### config.mk
export PLATFORM = sky130hd
export DESIGN_NAME = gpio_emu_multi
export DESIGN_NICKNAME = d
export VERILOG_FILES = /design/src/rtl/gpio_emu_multi.sv
export SDC_FILE = /design/constraint.sdc
export NUM_CORES = 1
export LEC_CHECK = 0
export CELL_PAD_IN_SITES_DETAIL_PLACEMENT = 1
export CELL_PAD_IN_SITES_GLOBAL_PLACEMENT = 1
export CORE_MARGIN = 1.5
export CORE_UTILIZATION = 33
export CTS_CLUSTER_SIZE = 40
export DETAILED_ROUTE_END_ITERATION = 8
export PLACE_DENSITY_LB_ADDON = 0.1
export SKIP_LAST_GASP = 1
export SLEW_MARGIN = 20
export SYNTH_ARGS = -nofsm -noshare
export SYNTH_HDL_FRONTEND = slang
export SYNTH_HIERARCHICAL = 1
export SYNTH_SLANG_ARGS = --single-unit
### constraint.sdc
create_clock -name clk -period 3.8 [get_ports clk]
set_input_delay 1.14 -clock clk [delete_from_list [all_inputs] [get_ports clk]]
set_output_delay 1.14 -clock clk [all_outputs]
set_load 0.005 [all_outputs]
### src/rtl/gpio_emu_multi.sv
// Multi-channel GPIO emulator: CHANNELS register-mapped GPIO ports with latch
// counters, sticky status, combined interrupt and bus-error pulse.

module gpio_emu_lane #(
    parameter int DATA_W = 32,
    parameter int CNT_W  = 8
) (
    input  logic              clk,
    input  logic              reset,
    input  logic              hit,
    input  logic [2:0]        off,
    input  logic              wr_ev,
    input  logic              rd_ev,
    input  logic [DATA_W-1:0] wdata,
    input  logic [DATA_W-1:0] gpio_in,
    input  logic              latch,
    output logic [DATA_W-1:0] gpio_out,
    output logic [DATA_W-1:0] snap,
    output logic [CNT_W-1:0]  cnt,
    output logic [DATA_W-1:0] rdata,
    output logic              irq
);
    logic       latch_q, latch_ev;
    logic       wr_out, wr_cnt, wr_st, wr_ien, rd_in;
    logic [2:0] status, status_nx, irqen;

    assign latch_ev = latch & ~latch_q;
    assign wr_out   = wr_ev & hit & (off == 3'd0);
    assign wr_cnt   = wr_ev & hit & (off == 3'd2);
    assign wr_st    = wr_ev & hit & (off == 3'd3);
    assign wr_ien   = wr_ev & hit & (off == 3'd4);
    assign rd_in    = rd_ev & hit & (off == 3'd1);
    assign irq      = |(status & irqen);

    // Clears are applied first so a same-edge latch event wins on its bits.
    always_comb begin
        status_nx = status;
        if (wr_st) status_nx = status_nx & ~wdata[2:0];
        if (rd_in) status_nx[0] = 1'b0;
        if (latch_ev) begin
            status_nx[0] = 1'b1;
            if (status[0]) status_nx[1] = 1'b1;
            if (cnt == '1 && !wr_cnt) status_nx[2] = 1'b1;
        end
    end

    always_comb begin
        rdata = '0;
        if (hit) begin
            case (off)
                3'd0:    rdata = gpio_out;
                3'd1:    rdata = snap;
                3'd2:    rdata = DATA_W'(cnt);
                3'd3:    rdata = DATA_W'(status);
                3'd4:    rdata = DATA_W'(irqen);
                default: rdata = '0;
            endcase
        end
    end

    always_ff @(posedge clk) begin
        if (reset) begin
            latch_q  <= 1'b1;
            gpio_out <= '0;
            snap     <= '0;
            cnt      <= '0;
            status   <= '0;
            irqen    <= '0;
        end else begin
            latch_q <= latch;
            status  <= status_nx;
            if (wr_out)   gpio_out <= wdata;
            if (wr_ien)   irqen    <= wdata[2:0];
            if (latch_ev) snap     <= gpio_in;
            if (wr_cnt)        cnt <= latch_ev ? CNT_W'(1) : '0;
            else if (latch_ev) cnt <= cnt + CNT_W'(1);
        end
    end
endmodule

module gpio_emu_multi #(
    parameter int              CHANNELS  = 2,
    parameter int              DATA_W    = 32,
    parameter int              ADDR_W    = 16,
    parameter int              CNT_W     = 8,
    parameter logic [ADDR_W-1:0] BASE_ADDR = 16'h6ba0,
    parameter int              STRIDE    = 16'h0010
) (
    input  logic                         clk,
    input  logic                         reset,
    input  logic [ADDR_W-1:0]            saddress,
    input  logic                         srd,
    input  logic                         swr,
    input  logic [DATA_W-1:0]            sdata_in,
    output logic [DATA_W-1:0]            sdata_out,
    output logic                         bus_err,
    input  logic [CHANNELS*DATA_W-1:0]   gpio_in,
    input  logic [CHANNELS-1:0]          gpio_latch,
    output logic [CHANNELS*DATA_W-1:0]   gpio_out,
    output logic [CHANNELS*DATA_W-1:0]   gpio_in_s_insp,
    output logic [CHANNELS*CNT_W-1:0]    latch_count,
    output logic                         irq
);
    logic                             srd_q, swr_q, rd_ev, wr_ev;
    logic                             below, mapped;
    logic [ADDR_W-1:0]                rel;
    logic [ADDR_W:0]                  relx;
    logic [CHANNELS-1:0]              hit, lane_irq;
    logic [CHANNELS-1:0][2:0]         off;
    logic [CHANNELS-1:0][DATA_W-1:0]  lane_rd;
    logic [DATA_W-1:0]                rd_mux;

    // A write rising together with a read suppresses the read.
    assign wr_ev  = swr & ~swr_q;
    assign rd_ev  = srd & ~srd_q & ~wr_ev;
    assign below  = saddress < BASE_ADDR;
    assign rel    = saddress - BASE_ADDR;
    assign relx   = {1'b0, rel};
    assign mapped = |hit;
    assign irq    = |lane_irq;

    for (genvar c = 0; c < CHANNELS; c++) begin : g_lane
        localparam logic [ADDR_W:0] LO = (ADDR_W+1)'(c*STRIDE);
        localparam logic [ADDR_W:0] HI = (ADDR_W+1)'(c*STRIDE + 5);
        logic [ADDR_W:0] d;
        assign d      = relx - LO;
        assign hit[c] = !below && (relx >= LO) && (relx < HI);
        assign off[c] = d[2:0];

        gpio_emu_lane #(.DATA_W(DATA_W), .CNT_W(CNT_W)) u_lane (
            .clk      (clk),
            .reset    (reset),
            .hit      (hit[c]),
            .off      (off[c]),
            .wr_ev    (wr_ev),
            .rd_ev    (rd_ev),
            .wdata    (sdata_in),
            .gpio_in  (gpio_in[c*DATA_W +: DATA_W]),
            .latch    (gpio_latch[c]),
            .gpio_out (gpio_out[c*DATA_W +: DATA_W]),
            .snap     (gpio_in_s_insp[c*DATA_W +: DATA_W]),
            .cnt      (latch_count[c*CNT_W +: CNT_W]),
            .rdata    (lane_rd[c]),
            .irq      (lane_irq[c])
        );
    end

    // Lanes gate their own read data, so unmapped reads collapse to zero.
    always_comb begin
        rd_mux = '0;
        for (int c = 0; c < CHANNELS; c++) rd_mux = rd_mux | lane_rd[c];
    end

    always_ff @(posedge clk) begin
        if (reset) begin
            srd_q     <= 1'b1;
            swr_q     <= 1'b1;
            sdata_out <= '0;
            bus_err   <= 1'b0;
        end else begin
            srd_q   <= srd;
            swr_q   <= swr;
            bus_err <= (rd_ev | wr_ev) & ~mapped;
            if (rd_ev) sdata_out <= rd_mux;
        end
    end
endmodule
==> results of run 1 <==
==> placed cells by master, fill, tap and decap left out, types with 11 or more instances in the layout <==
cell type,instances
o21ai_1,46
clkbuf_16,17
a21oi_1,158
o21ai_0,32
a211oi_1,31
dfxtp_1,193
clkdlybuf4s50_1,293
nor2_1,133
buf_12,11
nand2_1,141
nand3b_1,18
mux2i_1,64
nand3_1,84
buf_4,24
==> stage by stage <==
step | util (%) | power (mW)
floorplan | - | 2.35
global placement | 45.7 | 2.66
detailed placement | 45.7 | 2.66
CTS | 47.9 | 4.45
global route | 47.9 | 4.57
finish | 47.9 | 4.41
==> worst min-delay path, stage by stage (launching register included) <==
cell and delay [ns]:
dfxtp_1 0.33, nand2_1 0.06, a21oi_1 0.05
==> cell type report <==
type                       count  area share [%]
clock inverter                14            1.13
clock buffer                  18            3.33
tap                          341            3.32
sequential                   193            30.0
inverter                      10           0.292
multi-input combinational    825            35.9
antenna                        2          0.0389
timing repair buffer         329            26.0
==> worst paths after layout <==
check | slack [ns] | to
setup / recovery | 0.23 | sdata_out[25]
hold / removal | 0.48 | g_lane[1].u_lane/snap[1]
setup reg to reg | 2.16 | g_lane[0].u_lane/gpio_out[10]
hold reg to reg | 0.48 | g_lane[1].u_lane/snap[1]
==> cell usage after synthesis (all sizes together), types with 8 or more instances <==
cell type  number
dfxtp         193
a21oi         161
nand2         141
nor2          136
nand3          84
o21ai          79
mux2i          64
buf            57
clkbuf         38
a211oi         32
nand3b         18
a2bb2oi        10
inv            10
nand2b         10
nor3b           8
==> per-layer routing <==
| metal | GRT usage, % | routed length [um] |
|---|---|---|
| met1 | 36.1 | 17800 |
| met2 | 34.5 | 14300 |
| met3 | 5.97 | 2170 |
| met4 | 6.54 | 613 |
| met5 | 0 | 15 |
==> where the power goes <==
part | total (mW) | internal, mW | switching [mW] | leakage (nW)
clock network | 1.79 | 0.878 | 0.915 | 0.284
logic | 0.509 | 0.261 | 0.248 | 2.44
registers | 2.10 | 2.07 | 0.0388 | 1.56
==> registers in the layout, indices dropped and copies added (netlist names) <==
name / cells
swr_q: 1
srd_q: 1
g_lane.u_lane/latch_q: 2
bus_err: 1
sdata_out: 32
g_lane.u_lane/gpio_out: 64
g_lane.u_lane/irqen: 6
g_lane.u_lane/snap: 64
g_lane.u_lane/status: 6
g_lane.u_lane/cnt: 16
==> cells by family after synthesis <==
group           after synthesis
simple gates                441
compound gates              313
flops                       193
buf+inv                     105
mux                          64
xor+xnor                      4
fa+ha+maj                     3
==> flow_summary.json, run 1 <==
{
  "worst_r2r_startpoint": "swr_q",
  "worstHoldPathType": "register to register",
  "wire_per_inst_um": 20.2,
  "power.ir.vdd_worst_mv": 0.286,
  "timing.critical_path.to_type": "register",
  "post-place-cells": 1698,
  "detailed_place.area_um2": 12300,
  "synth_top_cell_area_share_pct": 43.0,
  "power_per_cell_area_nw_per_um2": 342,
  "critical_path_peak_fanout": 23,
  "area.sequential_um2": 3860,
  "critical_path_startpoint_category": "input port",
  "tritoncts.num_buffers": 17,
  "outcome": "complete, no violations",
  "cts_repair_resize_count": 0,
  "min-delay-start": "g_lane[1].u_lane/snap[1]",
  "netlist-cell-type-count": 57,
  "cts_hold_repair.buffers": 0,
  "largest_net_degree_at_the_start_of_global_routing": 91,
  "final_weighted_congestion_of_routability_driven_global_placement": 0.869,
  "post-synth-top-area-cell": "dfxtp_1",
  "synth_compound_gate_area_share_pct": 20.2,
  "hold-path-cell-count": 2,
  "clock_tree_from_tritoncts": "built",
  "cp.buffers_inverters": 4,
  "area_of_the_multi_input_gates_um2": 4620,
  "synth-adder-area-share_pct": 0.418,
  "cts.sinks": 193,
  "critical_path_arrival_ns": 3.92,
  "synth_xor_xnor_area_share_pct": 0.390,
  "first_pass_grt_wire_length_mm": 53.3,
  "synth.cell_area_um2": 8990,
  "postRouteAntennaNets": 0,
  "grtUsageTotal_pct": 24.3,
  "timing.critical_path.slowest_stage_cell": "clkdlybuf4s50_1",
  "num_vias": 9074,
  "drt_first_iter_violations": 552,
  "final_cells": 1732,
  "initial_antenna_violation_count": 3,
  "synth_mux_area_share_pct": 7.13,
  "hold-worst-slack_ns": 0.484,
  "worstPathRequired_ns": 4.14,
  "measured_slew_at_the_worst_slew_check_pin_ns": 0.667,
  "seq_area_frac_synth_pct": 43.0,
  "ff2ff_path_depth": 6,
  "crit_type": "input port to register",
  "half_perimeter_wire_length_after_placement_mm": 25.6,
  "drt_pass1_iterations": 5,
  "boundaryPins": 296,
  "p_leak_nw": 4.29,
  "tns_setup_ns": 0,
  "synthSimpleGateAreaFrac_pct": 23.1,
  "grt_overflow_total": 0,
  "synth_edf_count": 0,
  "drive_above_1_share_pct": 6.48,
  "critical_path_depth": 12,
  "finalNetCount": 1497,
  "port_buffers": 295,
  "number_of_warning_messages_in_the_yosys_log": 6,
  "clk_pin_slew_ns": 0.08,
  "final_area_um2": 12900,
  "startpoint": "saddress[5]",
  "clockRootBuffer": "clkbuf_16",
  "timing.final.max_slew_violations": 0,
  "rsz_0062_raised_after_global_routing": "no",
  "finalWorstPathRequiredPeriod_ns": 3.57,
  "cts_max_level": 4,
  "remaining_drc_errors": 0,
  "floorplan.die.width_um": 168,
  "area_of_the_placeable_core_um2": 26900,
  "die_area_um2": 28200,
  "routed_wire_length_mm": 34.9,
  "final_min_period_over_clock_period_pct": 94.0,
  "worst_path_dominant_cell_family": "simple AND/OR/NAND/NOR gates",
  "area_delta_synth_final_pct": 43.2,
  "drv_cap": 0,
  "timing.fmax_mhz": 280,
  "ys_ff_latch": 193,
  "fillerInstances": 3229,
  "ys_async_sr_fraction_pct": 0,
  "largest_family_of_logic_cells_by_synthesized_area": "simple AND/OR/NAND/NOR gates",
  "die-height_um": 168,
  "start_util_pct": 33.4,
  "max-slew-margin-rel_pct": 55.5,
  "postSynthNetCount": 1244,
  "final-hold-violation-count": 0,
  "number_of_global_route_vias_before_repair": 8953,
  "slowest_delay_ns": 0.48,
  "area_contributors_post_synth": "dfxtp_1 (43%), a21oi_1 (8.8%), mux2i_1 (7.1%), nand2_1 (5.9%), nor2_1 (5.6%)",
  "finalClockSkew_ns": 0.0144,
  "timing.final.setup_violations": 0,
  "setup_ws_ns": 0.228,
  "synth_ff_type": "dfxtp_1",
  "cts_post_setup_buffers_inserted": 0,
  "synth.avg_cell_area_um2": 8.00,
  "ctsLongestPathBuffers": 2,
  "dpl_worst_slack_ns": -0.234,
  "detail_route.vias_per_cell": 5.24,
  "cells_along_the_critical_path": "clkdlybuf4s50_1 > inv_1 > ha_1 > nor4_1 > nor3_2 > nor4_1 > buf_4 > or3b_1 > buf_12 > nor2_1 > nor2_1 > a211oi_1",
  "clk-insertion-delay-late_ns": 0.44,
  "synthesis.instances": 1123,
  "placement_rows": 60
}
Note: power is estimated with default switching activity, not from simulation.
==> run 2, diff against run 1 <==
Settings changed: CELL_PAD_IN_SITES_DETAIL_PLACEMENT 1 to not set, CELL_PAD_IN_SITES_GLOBAL_PLACEMENT 1 to not set, CORE_UTILIZATION 33 to 45, PLACE_DENSITY set to 0.79, PLACE_DENSITY_LB_ADDON 0.1 to not set.
==> flow_summary.json, run 2 (synthesized netlist as in run 1, its figures left out) <==
{
  "clock_tree_from_tritoncts": "built",
  "top_signal_layer_used": "met4",
  "finalClockSkew_ns": 0.0109,
  "max-slew-margin-rel_pct": 53.6,
  "cells_along_the_critical_path": "clkdlybuf4s50_1 > inv_1 > ha_1 > nor4_1 > nor3_2 > nor4_1 > buf_4 > or3b_1 > buf_12 > nor2_1 > nor2_1 > a211oi_1",
  "min-delay-start": "g_lane[1].u_lane/snap[15]",
  "cts_max_level": 4,
  "grtUsageTotal_pct": 28.6,
  "die-height_um": 144,
  "critical_path_startpoint_category": "input port",
  "fillerInstances": 1706,
  "final_area_um2": 12700,
  "first_pass_grt_wire_length_mm": 45.8,
  "timing.critical_path.slowest_stage_cell": "clkdlybuf4s50_1",
  "drive_above_1_share_pct": 6.14,
  "routed_wire_length_mm": 30.8,
  "remaining_drc_errors": 0,
  "initial_antenna_violation_count": 0,
  "outcome": "complete, no violations",
  "drt_first_iter_violations": 1012,
  "worstPathRequired_ns": 4.14,
  "worst_path_dominant_cell_family": "simple AND/OR/NAND/NOR gates",
  "grt_overflow_total": 0,
  "detailed_place.area_um2": 12100,
  "finalNetCount": 1492,
  "hold_path_end": "g_lane[1].u_lane/snap[15]",
  "drt_pass1_iterations": 8,
  "report.power.total_mw": 4.46,
  "final-hold-violation-count": 0,
  "cp.buffers_inverters": 4,
  "area_of_the_placeable_core_um2": 19500,
  "timing.critical_path.to_type": "register",
  "final_min_period_over_clock_period_pct": 93.0,
  "most_common_library_cell_in_the_layout_ignoring_fill_and_taps": "clkdlybuf4s50_1",
  "setup_ws_ns": 0.267,
  "rsz_0062_raised_after_global_routing": "no",
  "reg_top3": "g_lane.u_lane/gpio_out (64), g_lane.u_lane/snap (64), sdata_out (32)",
  "area_delta_synth_final_pct": 41.6,
  "wl_met1_mm": 13.8,
  "timing.fmax_mhz": 283,
  "reg2reg_to": "g_lane[0].u_lane/status[0]",
  "crit_type": "input port to register",
  "slowest_delay_ns": 0.48,
  "drv_cap": 0,
  "power_per_cell_area_nw_per_um2": 350,
  "r2r_setup_slack_ns": 2.19,
  "critical_path_arrival_ns": 3.87,
  "port_buffers": 295,
  "wire_per_inst_um": 18.7,
  "worst_r2r_startpoint": "swr_q",
  "timing.final.setup_violations": 0,
  "measured_slew_at_the_worst_slew_check_pin_ns": 0.696,
  "dpl_worst_slack_ns": -0.164,
  "worstHoldPathType": "register to register",
  "power.ir.vdd_worst_mv": 0.273,
  "ctsLongestPathBuffers": 2,
  "ff2ff_path_depth": 7,
  "clk-insertion-delay-late_ns": 0.43,
  "met3_wirelength_mm": 2.46,
  "hold-path-cell-count": 2,
  "cts_hold_repair.buffers": 0,
  "met2_length_mm": 13.6,
  "half_perimeter_wire_length_after_placement_mm": 22.5,
  "mostFrequentLayoutCells": "clkdlybuf4s50_1 (293), dfxtp_1 (193), a21oi_1 (158)",
  "cts.sinks": 193,
  "tritoncts.num_buffers": 17,
  "cts_repair_resize_count": 0,
  "num_vias": 9203,
  "clk_pin_slew_ns": 0.07,
  "critical_path_peak_fanout": 23,
  "p_leak_nw": 4.26,
  "largest_net_degree_at_the_start_of_global_routing": 91,
  "clockRootBuffer": "clkbuf_16",
  "die_area_um2": 20800,
  "number_of_global_route_vias_before_repair": 8227,
  "finalWorstPathRequiredPeriod_ns": 3.53,
  "placement_rows": 51,
  "start_util_pct": 46.0,
  "cts_post_setup_buffers_inserted": 0,
  "postRouteAntennaNets": 0,
  "final_weighted_congestion_of_routability_driven_global_placement": 0.955,
  "boundaryPins": 296,
  "timing.final.max_slew_violations": 0,
  "floorplan.die.width_um": 144,
  "detail_route.vias_per_cell": 5.58
}
run 2: cell types whose count changed in the layout (fill, tap and decap cells not counted), sizes merged:
cell      delta
bufinv       +3
clkinvlp     +1
buf          -5
diode        -1
clkinv       -1
inv          -3
run 2: layout make-up:
cell class	instances	area, um^2	area share, %
Timing Repair Buffer	324	3270	25.7
Antenna cell	1	2.50	0.0197
Clock inverter	14	178	1.40
Multi-Input combinational cell	825	4620	36.3
Inverter	10	37.5	0.295
Clock buffer	18	429	3.37
Tap cell	265	332	2.60
Sequential cell	193	3860	30.4
run 2: metrics by stage:
| stage | setup TNS (ns) | instances | utilization (%) | hold slack, ns |
|---|---|---|---|---|
| after floorplan | 0 | 1123 | - | 0.454 |
| after global placement | -1.28 | 1617 | 62.1 | 0.457 |
| after detailed placement | -3.03 | 1617 | 62.1 | 0.465 |
| after CTS | 0 | 1649 | 65.2 | 0.475 |
| after global routing | 0 | 1649 | 65.2 | 0.492 |
| final | 0 | 1650 | 65.2 | 0.476 |
run 2: power breakdown:
| part | internal [mW] | leakage [nW] | switching [mW] |
|---|---|---|---|
| Sequential | 2.07 | 1.56 | 0.0374 |
| Clock | 1.05 | 0.296 | 0.814 |
| Combinational | 0.255 | 2.40 | 0.236 |
run 2: worst max path at each step:
stage	startpoint	end	slack [ns]	cells past startpoint
floorplan	saddress[5]	sdata_out[11]	0.27	12
detailed placement	saddress[5]	sdata_out[16]	-0.16	13
CTS	saddress[5]	sdata_out[16]	0.28	13
global placement	saddress[5]	sdata_out[8]	-0.07	13
finish	saddress[5]	sdata_out[16]	0.27	12
global route	saddress[5]	sdata_out[16]	0.008	14
run 2: worst register-to-register path, cell delays in order (launching register included):
cell      delay [ns]
dfxtp_1         0.31
nand2b_1        0.13
inv_2           0.13
nor2_4          0.23
buf_12          0.27
nand3b_1        0.15
o21ai_0         0.18
a21oi_1         0.09
run 2: layer usage:
layer | up-vias | GRT usage, %
met5 | - | 0
met4 | 0 | 12.4
met3 | 60 | 5.13
met2 | 405 | 42.2
met1 | 4313 | 40.8
li1 | 4425 | -
==> run 3, diff against run 2 <==
Settings changed: HOLD_SLACK_MARGIN set to 0.03.
==> results of run 3 <==
No change in the layout: final DEF, timing and power equal those of run 2.
